$ cat config.mk
export PLATFORM = sky130hd
export DESIGN_NAME = greenhouse_sequencer
export DESIGN_NICKNAME = d
export VERILOG_FILES = /design/src/rtl/greenhouse_pkg.sv /design/src/rtl/greenhouse_tick.sv /design/src/rtl/greenhouse_sequencer.sv
export SDC_FILE = /design/constraint.sdc
export NUM_CORES = 1
export LEC_CHECK = 0
export ABC_AREA = 1
export ABC_CLOCK_PERIOD_IN_PS = 2800
export BUFFER_PORTS_ARGS = -buffer_cell sky130_fd_sc_hd__clkbuf_2
export CORE_AREA = 2 2 123 77
export DETAILED_ROUTE_END_ITERATION = 10
export DIE_AREA = 0 0 125 79
export GPL_TIMING_DRIVEN = 0
export PLACE_DENSITY_LB_ADDON = 0.1
export SETUP_SLACK_MARGIN = 0.4
export SYNTH_ARGS = -nofsm -noshare
export SYNTH_HDL_FRONTEND = slang
export SYNTH_SLANG_ARGS = --single-unit
$ cat constraint.sdc
create_clock -name clk -period 2.8 [get_ports clk]
set_input_delay 0.14 -clock clk [delete_from_list [all_inputs] [get_ports clk]]
set_output_delay 0.14 -clock clk [all_outputs]
set_load 0.01 [all_outputs]
$ cat src/rtl/greenhouse_pkg.sv
// Shared types and helpers for the greenhouse sequencer: pump states,
// sensor bit positions and the light-level lookup.
package greenhouse_pkg;

    typedef enum logic [1:0] {
        P_IDLE = 2'd0,
        P_RUN  = 2'd1,
        P_COOL = 2'd2
    } pump_state_t;

    localparam int SW_S1 = 0;
    localparam int SW_S2 = 1;
    localparam int SW_H  = 2;
    localparam int SW_T  = 3;
    localparam int SW_L  = 4;
    localparam int SW_M  = 5;

    localparam logic [3:0] MAX_LIGHTS = 4'd8;

    // Lockout forces the lights dark; otherwise levels 0..3 map to 2,4,6,8 lights.
    function automatic logic [3:0] level_target(input logic lockout, input logic [1:0] level);
        if (lockout)
            return 4'd0;
        return {1'b0, level, 1'b0} + 4'd2;
    endfunction

    function automatic logic [7:0] thermo(input logic [3:0] count);
        logic [8:0] one_hot;
        one_hot = 9'd1 << count;
        return 8'(one_hot - 9'd1);
    endfunction

endpackage

$ cat src/rtl/greenhouse_tick.sv
// Scheduler tick: one-clk pulse every DIV clks, first pulse DIV clks after reset.
module greenhouse_tick #(
    parameter int DIV = 100000
) (
    input  logic clk,
    input  logic rst,
    output logic tick
);
    localparam int W = $clog2(DIV + 1);

    logic [W-1:0] cnt;

    always_ff @(posedge clk or negedge rst) begin
        if (!rst)
            cnt <= '0;
        else if (cnt == W'(DIV - 1))
            cnt <= '0;
        else
            cnt <= cnt + W'(1);
    end

    assign tick = (cnt == W'(DIV - 1));

endmodule

$ cat src/rtl/greenhouse_sequencer.sv
// Greenhouse actuator sequencer: ramps growth lights toward a sensor-selected
// level, runs the pump with a max-on/cool-down cycle and holds the fan after demand.
module greenhouse_sequencer
    import greenhouse_pkg::*;
#(
    parameter int TICK_DIV    = 100000,
    parameter int STEP_TICKS  = 50,
    parameter int PUMP_MAX_ON = 5000,
    parameter int PUMP_COOL   = 10000,
    parameter int FAN_HOLD    = 2000
) (
    input  logic       clk,
    input  logic       rst,
    input  logic [5:0] sw,
    output logic [7:0] lights,
    output logic       fan,
    output logic       pump,
    output logic [3:0] light_count,
    output logic [1:0] pump_state,
    output logic       ramping
);
    localparam int STEP_W = $clog2(STEP_TICKS + 1);
    localparam int RUN_W  = $clog2(PUMP_MAX_ON + 1);
    localparam int COOL_W = $clog2(PUMP_COOL + 1);
    localparam int HOLD_W = $clog2(FAN_HOLD + 1);

    logic [5:0] sync1, sync2;
    logic       tick;

    always_ff @(posedge clk or negedge rst) begin
        if (!rst) begin
            sync1 <= '0;
            sync2 <= '0;
        end else begin
            sync1 <= sw;
            sync2 <= sync1;
        end
    end

    greenhouse_tick #(.DIV(TICK_DIV)) u_tick (
        .clk  (clk),
        .rst  (rst),
        .tick (tick)
    );

    // ---------------- pump FSM ----------------
    pump_state_t       state, state_next;
    logic [RUN_W-1:0]  run_cnt, run_cnt_next;
    logic [COOL_W-1:0] cool_cnt, cool_cnt_next;
    logic              pump_start;

    assign pump_start = tick && (state == P_IDLE) && sync2[SW_M];

    always_comb begin
        state_next    = state;
        run_cnt_next  = run_cnt;
        cool_cnt_next = cool_cnt;
        if (tick) begin
            case (state)
                P_IDLE: begin
                    if (sync2[SW_M]) begin
                        state_next   = P_RUN;
                        run_cnt_next = '0;
                    end
                end
                P_RUN: begin
                    if (!sync2[SW_M] || (run_cnt + RUN_W'(1) == RUN_W'(PUMP_MAX_ON))) begin
                        state_next    = P_COOL;
                        cool_cnt_next = '0;
                    end else begin
                        run_cnt_next = run_cnt + RUN_W'(1);
                    end
                end
                P_COOL: begin
                    if (cool_cnt + COOL_W'(1) == COOL_W'(PUMP_COOL))
                        state_next = P_IDLE;
                    else
                        cool_cnt_next = cool_cnt + COOL_W'(1);
                end
                default: state_next = P_IDLE;
            endcase
        end
    end

    always_ff @(posedge clk or negedge rst) begin
        if (!rst) begin
            state    <= P_IDLE;
            run_cnt  <= '0;
            cool_cnt <= '0;
            pump     <= 1'b0;
        end else begin
            state    <= state_next;
            run_cnt  <= run_cnt_next;
            cool_cnt <= cool_cnt_next;
            pump     <= (state_next == P_RUN);
        end
    end

    assign pump_state = state;

    // ---------------- fan hold ----------------
    // A fan start that collides with a pump start is parked in fan_pend and
    // taken on the following tick, so both motors never inrush together.
    logic [HOLD_W-1:0] hold_cnt;
    logic              fan_pend;
    logic              demand, fan_start;

    assign demand    = sync2[SW_T] | sync2[SW_H] | fan_pend;
    assign fan_start = tick && demand && !fan && !pump_start;

    always_ff @(posedge clk or negedge rst) begin
        if (!rst) begin
            fan      <= 1'b0;
            fan_pend <= 1'b0;
            hold_cnt <= '0;
        end else if (tick) begin
            if (demand) begin
                if (!fan && pump_start) begin
                    fan_pend <= 1'b1;
                end else begin
                    fan      <= 1'b1;
                    fan_pend <= 1'b0;
                    hold_cnt <= HOLD_W'(FAN_HOLD);
                end
            end else if (hold_cnt > HOLD_W'(1)) begin
                hold_cnt <= hold_cnt - HOLD_W'(1);
            end else begin
                hold_cnt <= '0;
                fan      <= 1'b0;
            end
        end
    end

    // ---------------- light ramp ----------------
    logic [3:0]        target, target_q, count_next, count_step;
    logic [STEP_W-1:0] step_cnt, step_cnt_next;
    logic              step_defer, step_defer_next, step_due, inrush;

    assign target   = level_target(sync2[SW_L], {sync2[SW_S2], sync2[SW_S1]});
    assign inrush   = pump_start | fan_start;
    assign step_due = (step_cnt + STEP_W'(1) == STEP_W'(STEP_TICKS));

    always_comb begin
        if (light_count < target)
            count_step = (light_count == MAX_LIGHTS) ? MAX_LIGHTS : light_count + 4'd1;
        else
            count_step = (light_count == 4'd0) ? 4'd0 : light_count - 4'd1;
    end

    // A deferred step fires on the next tick unconditionally; it is never pushed twice.
    always_comb begin
        count_next      = light_count;
        step_cnt_next   = step_cnt;
        step_defer_next = step_defer;
        if (target != target_q) begin
            step_cnt_next   = '0;
            step_defer_next = 1'b0;
        end else if (tick) begin
            if (light_count == target) begin
                step_cnt_next   = '0;
                step_defer_next = 1'b0;
            end else if (step_defer || (step_due && !inrush)) begin
                count_next      = count_step;
                step_cnt_next   = '0;
                step_defer_next = 1'b0;
            end else if (step_due) begin
                step_cnt_next   = '0;
                step_defer_next = 1'b1;
            end else begin
                step_cnt_next = step_cnt + STEP_W'(1);
            end
        end
    end

    always_ff @(posedge clk or negedge rst) begin
        if (!rst) begin
            target_q    <= '0;
            step_cnt    <= '0;
            step_defer  <= 1'b0;
            light_count <= '0;
            lights      <= '0;
            ramping     <= 1'b0;
        end else begin
            target_q    <= target;
            step_cnt    <= step_cnt_next;
            step_defer  <= step_defer_next;
            light_count <= count_next;
            lights      <= thermo(count_next);
            ramping     <= (count_next != target);
        end
    end

endmodule

==> results of run 1 <==
critical path: stages (launching register included):
cell and delay, ns:
dfrtp_1 0.42, ha_4 0.31, nand2_8 0.06, ha_4 0.27, nand3b_1 0.10, nand2_2 0.15
nand2_2 0.09, a21oi_1 0.21, nand4_1 0.20, nand2_4 0.18, nor2_4 0.06, nand2_4 0.08
ha_4 0.16, inv_1 0.06, nand4_1 0.08, nand2_1 0.05
stage by stage:
step | util | cells | setup slack, ns | cell area [um^2]
2_1_floorplan | - | 690 | 0.401 | 5360
3_3_place_gp | 0.636 | 830 | 0.155 | 5630
3_5_place_dp | 0.639 | 831 | 0.0242 | 5660
4_1_cts | 0.699 | 863 | 0.330 | 6190
5_1_grt | 0.729 | 874 | 0.126 | 6450
6_report | 0.729 | 874 | 0.188 | 6450
registers in the layout, indices dropped and copies added, names as in the netlist, 2 cells and up:
signal       count
sync1            6
step_cnt         6
run_cnt         13
lights           8
target_q         3
u_tick.cnt      17
light_count      4
cool_cnt        14
pump_state       2
hold_cnt        11
sync2            6
cells in the final DEF, fill, tap and decap left out, drive strengths merged:
cell           n
clkinvlp       1
or2            4
a211oi         1
nor3b          4
nand3b         4
a21oi         16
nand3         59
clkbuf        38
nor2          79
dlygate4sd3    7
or4            1
dfrtp         95
o21a           2
a31oi          1
o221ai         1
buf           25
o21bai         2
o21ai         53
xor2          18
nor3          13
inv          103
nand2        182
ha            14
clkinv         2
nand4         20
xnor2          6
o211ai         1
o221a          1
o22ai          4
bufinv         1
layer usage:
metal / part of all wire / track usage / up-vias / wire (um)
li1: - / - / 2338 / -
met1: 0.47 / 0.390 / 2346 / 6160
met2: 0.45 / 0.395 / 162 / 5910
met3: 0.060 / 0.0539 / 19 / 780
met4: 0.014 / 0.0678 / 0 / 185
met5: 0 / 0 / - / 0
kinds of logic (layout without fill, tap and decap cells):
| kind of cell | Yosys count | count (layout) | synth area share |
|---|---|---|---|
| AND/OR/NAND/NOR | 366 | 366 | 0.311 |
| flip-flops | 95 | 95 | 0.444 |
| adder cells (fa/ha/maj) | 14 | 14 | 0.0327 |
| XOR/XNOR | 24 | 24 | 0.0393 |
| buffers and inverters | 109 | 177 | 0.0802 |
| AO/OA/AOI/OAI | 82 | 82 | 0.0924 |
layout make-up:
cell class | count | area, um^2 | share of cell area
plain buffers | 7 | 60.1 | 0.00931
clock inverters | 5 | 56.3 | 0.00872
multi-input cells | 486 | 2800 | 0.434
well taps | 116 | 145 | 0.0225
inverters | 102 | 388 | 0.0601
clock buffers | 11 | 243 | 0.0376
flip-flops and latches | 95 | 2380 | 0.369
repair buffers | 52 | 382 | 0.0591
timing repair:
action                     4_1_cts  5_1_grt
resized for setup               26       50
hold endpoints to repair        45        0
setup endpoints to repair        5       34
hold buffers                     7        0
buffers inserted                 9       11
pin swaps                       13       25
power breakdown:
part	total, mW	switching [mW]	internal (mW)	leakage [nW]
Combinational	0.152	0.101	0.0511	1.60
Clock	1.26	0.543	0.717	0.146
Sequential	1.40	0.00733	1.39	1.28
Total	2.81	0.651	2.16	3.02
final timing paths:
path / from / endpoint / slack, ns / cells after the start
max in group asynchronous: rst / hold_cnt[9]$_DFFE_PN0P_ / 1.78 / 3
hold / removal: rst / cool_cnt[7]$_DFFE_PN0P_ / 0.35 / 2
setup / recovery: sync2[0]$_DFF_PN0_ / lights[2]$_DFF_PN0_ / 0.19 / 15
setup reg to reg: sync2[0]$_DFF_PN0_ / lights[2]$_DFF_PN0_ / 0.19 / 15
min in group clk: sync1[4]$_DFF_PN0_ / sync2[4]$_DFF_PN0_ / 0.35 / 0
hold reg to reg: sync1[4]$_DFF_PN0_ / sync2[4]$_DFF_PN0_ / 0.35 / 0
==> impl_metrics.tcl, run 1 <==
set metrics [dict create \
    max_clock_freq_mhz 383 \
    gp_routability_congestion 0.899 \
    detail_route.iter0.violations 415 \
    post-dp-hpwl_mm 8.39 \
    route.detailed.drc 0 \
    area_growth_syn_to_layout_pct 20.7 \
    top_post_synthesis_cells_by_area "dfrtp_1, nand2_1, inv_1, nand3_1, nor2_1" \
    setup.worst_path.start_class "flip-flop" \
    final_hold_viol_count 0 \
    grt_first_pass_wirelength_mm 20.9 \
    postSynth.asyncResetShare 1.00 \
    synthesis.nets 712 \
    antenna_found_initial 0 \
    yosysSeqAreaShare 0.444 \
    floorplan.initialDensity 0.604 \
    drt_pre_antenna_iters 7 \
    final.setup.tns_ns 0 \
    clock-skew-final_ns 0.00649 \
    grt.total_usage 0.262 \
    static-leakage-power_nw 3.02 \
    cts-root-buf "clkbuf_16" \
    route.detailed.vias_per_inst 5.57 \
    setup.worst_path.end_class "flip-flop" \
    p_total_mw 2.81 \
    cts_max_level 3 \
    worstPathMaxFanout 5 \
    clock-sinks 95 \
    clkLatencyLatePin_ns 0.35 \
    number_of_max_capacitance_violations_reported 0 \
    route.final.wire_length_mm 13.0 \
    layout-drive-gt1-share 0.215 \
    cts-buffers-inserted 9 \
    io_pins 25 \
    grt_start_max_net_pins 57 \
    yosys_warnings 0 \
    timing.slew.headroom 0.608 \
    placement_rows 27 \
    period_minus_ws_final_ns 2.61 \
    floorplan.core_area_mm2 0.00885 \
    grt_remaining_overflow 0 \
    synthFlopType "dfrtp_1" \
    path_class "reg -> reg" \
    portBuffers 24 \
    first_global_vias 4442 \
    unrepaired_setup_endpoints_after_global_routing "true" \
    synth.most_common_cell "nand2_1" \
    synthTopCellsByCount "nand2_1, inv_1, dfrtp_1, nor2_1, nand3_1" \
    synth_area_per_cell_um2 7.75 \
    die_width_um 125 \
    filler_cell_count 652 \
    antenna_cells_inserted 0 \
    syn-instance-count 690 \
    worst_pin_slew_ns 0.588 \
    power.density_cell_area_mw_per_mm2 435 \
    ys_types 37 \
    floorplan.die_area_mm2 0.00988 \
    finish.net_count 775 \
    layout_worst_path_cycle_share 0.933 \
    synthDominantAreaCellType "dfrtp_1" \
    hold_path_class "in -> async" \
    number_of_pins_exceeding_their_max_slew_limit_in_the_final_report 0 \
    die_y_um 79 \
    post_drt_wl_per_cell_um 14.9 \
    setup-violations-final 0 \
    num_vias 4865 \
    critical_path_required_ns 3.05 \
    number_of_nets_still_failing_antenna_checks_after_routing 0 \
    count_of_flip_flops_with_a_built_in_enable_after_synthesis 0 \
    netlist.area_leader.share 0.444 \
    clk_pin_slew_ns 0.07 \
    postSynthRegisterBits 95 \
    vdd.ir_drop.worst_mv 0.366 \
    timing.hold.ws_ns 0.349 \
    netlist_area_mm2 0.00535 \
    run_status "complete, no violations" \
    tritoncts_clock_tree "built" \
    worst-endpoint-arrival_ns 2.86 \
    cts.path.max_buffers 2 \
]
Note: power is estimated with default switching activity, not from simulation.
==> run 2, diff against run 1 <==
ABC_AREA = unset   (was 1)
CORE_AREA = 2 2 121 76   (was 2 2 123 77)
DIE_AREA = 0 0 123 78   (was 0 0 125 79)
==> run 2 against run 1 <==
Global-route usage increased by 3.2 points; critical path depth increased by 1; synthesized area decreased by 6.2%; synthesized cell count decreased by 22%; largest cell class unchanged; the run now ends with negative setup slack left; sequential power about the same; combinational power increased by 3%; maximum frequency decreased by 24%; critical endpoint is now lights[4]$_DFF_PN0_; power decreased by 1.2%; critical path type unchanged.
==> impl_metrics.tcl, run 2 <==
set metrics [dict create \
    run_status "finished, violations left" \
    failed_checks "negative setup slack" \
    floorplan.initialDensity 0.597 \
    final-seq-area_mm2 0.00238 \
    area_growth_syn_to_layout_pct 36.2 \
    largest_registers "u_tick.cnt: 17 flops, cool_cnt: 14 flops, run_cnt: 13 flops" \
    cts-buffers-inserted 9 \
    portBuffers 24 \
    final_hold_viol_count 0 \
    number_of_max_capacitance_violations_reported 0 \
    tritoncts_clock_tree "built" \
    hold_path_class "in -> async" \
    post-dp-hpwl_mm 8.04 \
    stdcell_count 744 \
    synthTopCellsByCount "dfrtp_1, o21ai_0, nor2_1, nand2_1, nand3_1" \
    ys_types 58 \
    die_width_um 123 \
    detailedPlace.worstSlack_ns -0.942 \
    setup_ws_ns -0.641 \
    clkLatencyLatePin_ns 0.35 \
    clock-skew-final_ns 0.00599 \
    clk_pin_slew_ns 0.07 \
    floorplan.die_area_mm2 0.00959 \
    largest-register "u_tick.cnt" \
    num_vias 4765 \
    cts.path.max_buffers 2 \
    filler_cell_count 477 \
    grt.total_usage 0.295 \
    power.density_cell_area_mw_per_mm2 407 \
    worstPathMaxFanout 7 \
    die_y_um 78 \
    grt_start_max_net_pins 59 \
    first_global_vias 4413 \
    synth.most_common_cell "dfrtp_1" \
    path_class "reg -> reg" \
    synthDominantAreaCellType "dfrtp_1" \
    synthesis.nets 558 \
    multi_input_comb_area_mm2 0.00310 \
    number_of_nets_still_failing_antenna_checks_after_routing 0 \
    timing.slew.headroom 0.428 \
    placement_rows 26 \
    postSynthRegisterBits 95 \
    netlist.area_leader.share 0.474 \
    unrepaired_setup_endpoints_after_global_routing "true" \
    layout_worst_path_cycle_share 1.23 \
    layout-drive-gt1-share 0.316 \
    number_of_pins_exceeding_their_max_slew_limit_in_the_final_report 0 \
    clock-sinks 95 \
    count_of_flip_flops_with_a_built_in_enable_after_synthesis 0 \
    max_clock_freq_mhz 291 \
    top_post_synthesis_cells_by_area "dfrtp_1, o21ai_0, nor2_1, ha_1, nand3_1" \
    most-common-layout-cells "dfrtp_1, o21ai_0, nor2_1" \
    io_pins 25 \
    largest_register_ffs 17 \
    most_common_cell_after_layout_fill_and_taps_aside "dfrtp_1" \
    cts_max_level 3 \
    p_total_mw 2.78 \
    place_inst 673 \
    postSynth.asyncResetShare 1.00 \
    worst-endpoint-arrival_ns 3.68 \
    setup.worst_path.end_class "flip-flop" \
    route.detailed.drc 0 \
    gp_routability_congestion 0.893 \
    yosys_warnings 0 \
    period_minus_ws_final_ns 3.44 \
    worst_pin_slew_ns 0.849 \
    syn-instance-count 536 \
    grt_remaining_overflow 0 \
    setup-violations-final 7 \
    floorplan.core_area_mm2 0.00839 \
    finish.net_count 649 \
    route.final.wire_length_mm 15.0 \
    antenna_cells_inserted 0 \
    post_drt_wl_per_cell_um 20.2 \
    netlist_area_mm2 0.00501 \
    setup.worst_path.start_class "flip-flop" \
    static-leakage-power_nw 2.91 \
    route.detailed.vias_per_inst 6.40 \
    cts-root-buf "clkbuf_16" \
    vdd.ir_drop.worst_mv 0.404 \
    yosysSeqAreaShare 0.474 \
    detail_route.iter0.violations 649 \
    synthFlopType "dfrtp_1" \
    critical_path_required_ns 3.04 \
    synth_area_per_cell_um2 9.36 \
    drt_pre_antenna_iters 5 \
    grt_first_pass_wirelength_mm 22.0 \
    antenna_found_initial 0 \
]
==> run 2: cell types whose count changed after synthesis, sizes merged, moves of 13 or more <==
cell | before | now
nand2b | 0 | 13
and3 | 0 | 13
a31oi | 1 | 20
nor2 | 79 | 49
nand2 | 182 | 43
nand3 | 59 | 33
inv | 102 | 19
==> run 2: power breakdown <==
group	total (mW)	switching, mW	leakage [nW]	internal, mW
sequential	1.39	0.00838	1.27	1.38
combinational	0.156	0.0884	1.49	0.0677
clock	1.23	0.602	0.143	0.626
total	2.78	0.699	2.91	2.08
==> run 2: layout make-up <==
class                      instances  area share
clock inverter                     7     0.00935
inverter                          20      0.0121
multi-input combinational        398       0.454
timing repair buffer              80      0.0924
buffer                            23      0.0293
tap                              112      0.0205
clock buffer                       9      0.0330
sequential                        95       0.349
==> run 2: what timing repair did <==
action / in CTS / in global routing
gates cloned: 1 / 0
endpoints found under the setup margin: 53 / 43
hold buffers: 7 / 0
setup buffers: 32 / 15
endpoints found under the hold margin: 43 / 0
pin swaps: 26 / 20
resized for setup: 71 / 68
==> run 2: per-stage QoR <==
step	TNS, ns	util	hold slack, ns	instance area [um^2]
floorplan	-1.49	-	-0.156	5130
detailed placement	-4.47	0.645	0.180	5420
global placement	-3.47	0.642	0.250	5390
finish	-2.87	0.814	0.325	6830
CTS	-2.02	0.762	0.350	6400
global route	-3.51	0.814	0.366	6830
==> run 2: worst paths after layout <==
kind	cells after the start	start	slack, ns	to
max	16	sync2[0]$_DFF_PN0_	-0.64	lights[4]$_DFF_PN0_
min	2	rst	0.33	step_cnt[4]$_DFFE_PN0P_
max reg2reg	16	sync2[0]$_DFF_PN0_	-0.64	lights[4]$_DFF_PN0_
min reg2reg	0	sync1[0]$_DFF_PN0_	0.35	sync2[0]$_DFF_PN0_
max in group asynchronous	3	rst	1.79	cool_cnt[4]$_DFFE_PN0P_
min in group clk	0	sync1[0]$_DFF_PN0_	0.35	sync2[0]$_DFF_PN0_
==> run 2: kinds of logic (layout without fill, tap and decap cells) <==
family,Yosys count,after routing,synth area share
simple gates,213,213,0.223
xor+xnor,27,27,0.0472
compound gates,141,141,0.178
buf+inv,43,139,0.0374
fa+ha+maj,14,14,0.0349
mux,3,3,0.00599
flops,95,95,0.474
==> run 2: metal layers <==
metal / track usage / share of wire / routed length [um] / vias up
met4: 0.106 / 0.028 / 419 / 0
li1: - / - / - / 2133
met5: 0 / 0 / 0 / -
met3: 0.0640 / 0.068 / 1010 / 51
met2: 0.438 / 0.47 / 7000 / 231
met1: 0.425 / 0.44 / 6560 / 2350
==> run 2: critical path, cell delays in order (launching register included) <==
cell,delay (ns)
dfrtp_1,0.42
ha_4,0.30
nand2b_4,0.08
ha_4,0.28
nand3b_1,0.15
and2_4,0.19
buf_8,0.13
xnor2_4,0.16
a2111oi_4,0.10
or2_4,0.27
buf_8,0.13
or4_4,0.55
ha_4,0.21
inv_4,0.06
a2111oi_2,0.03
a31oi_1,0.18
o32ai_1,0.09
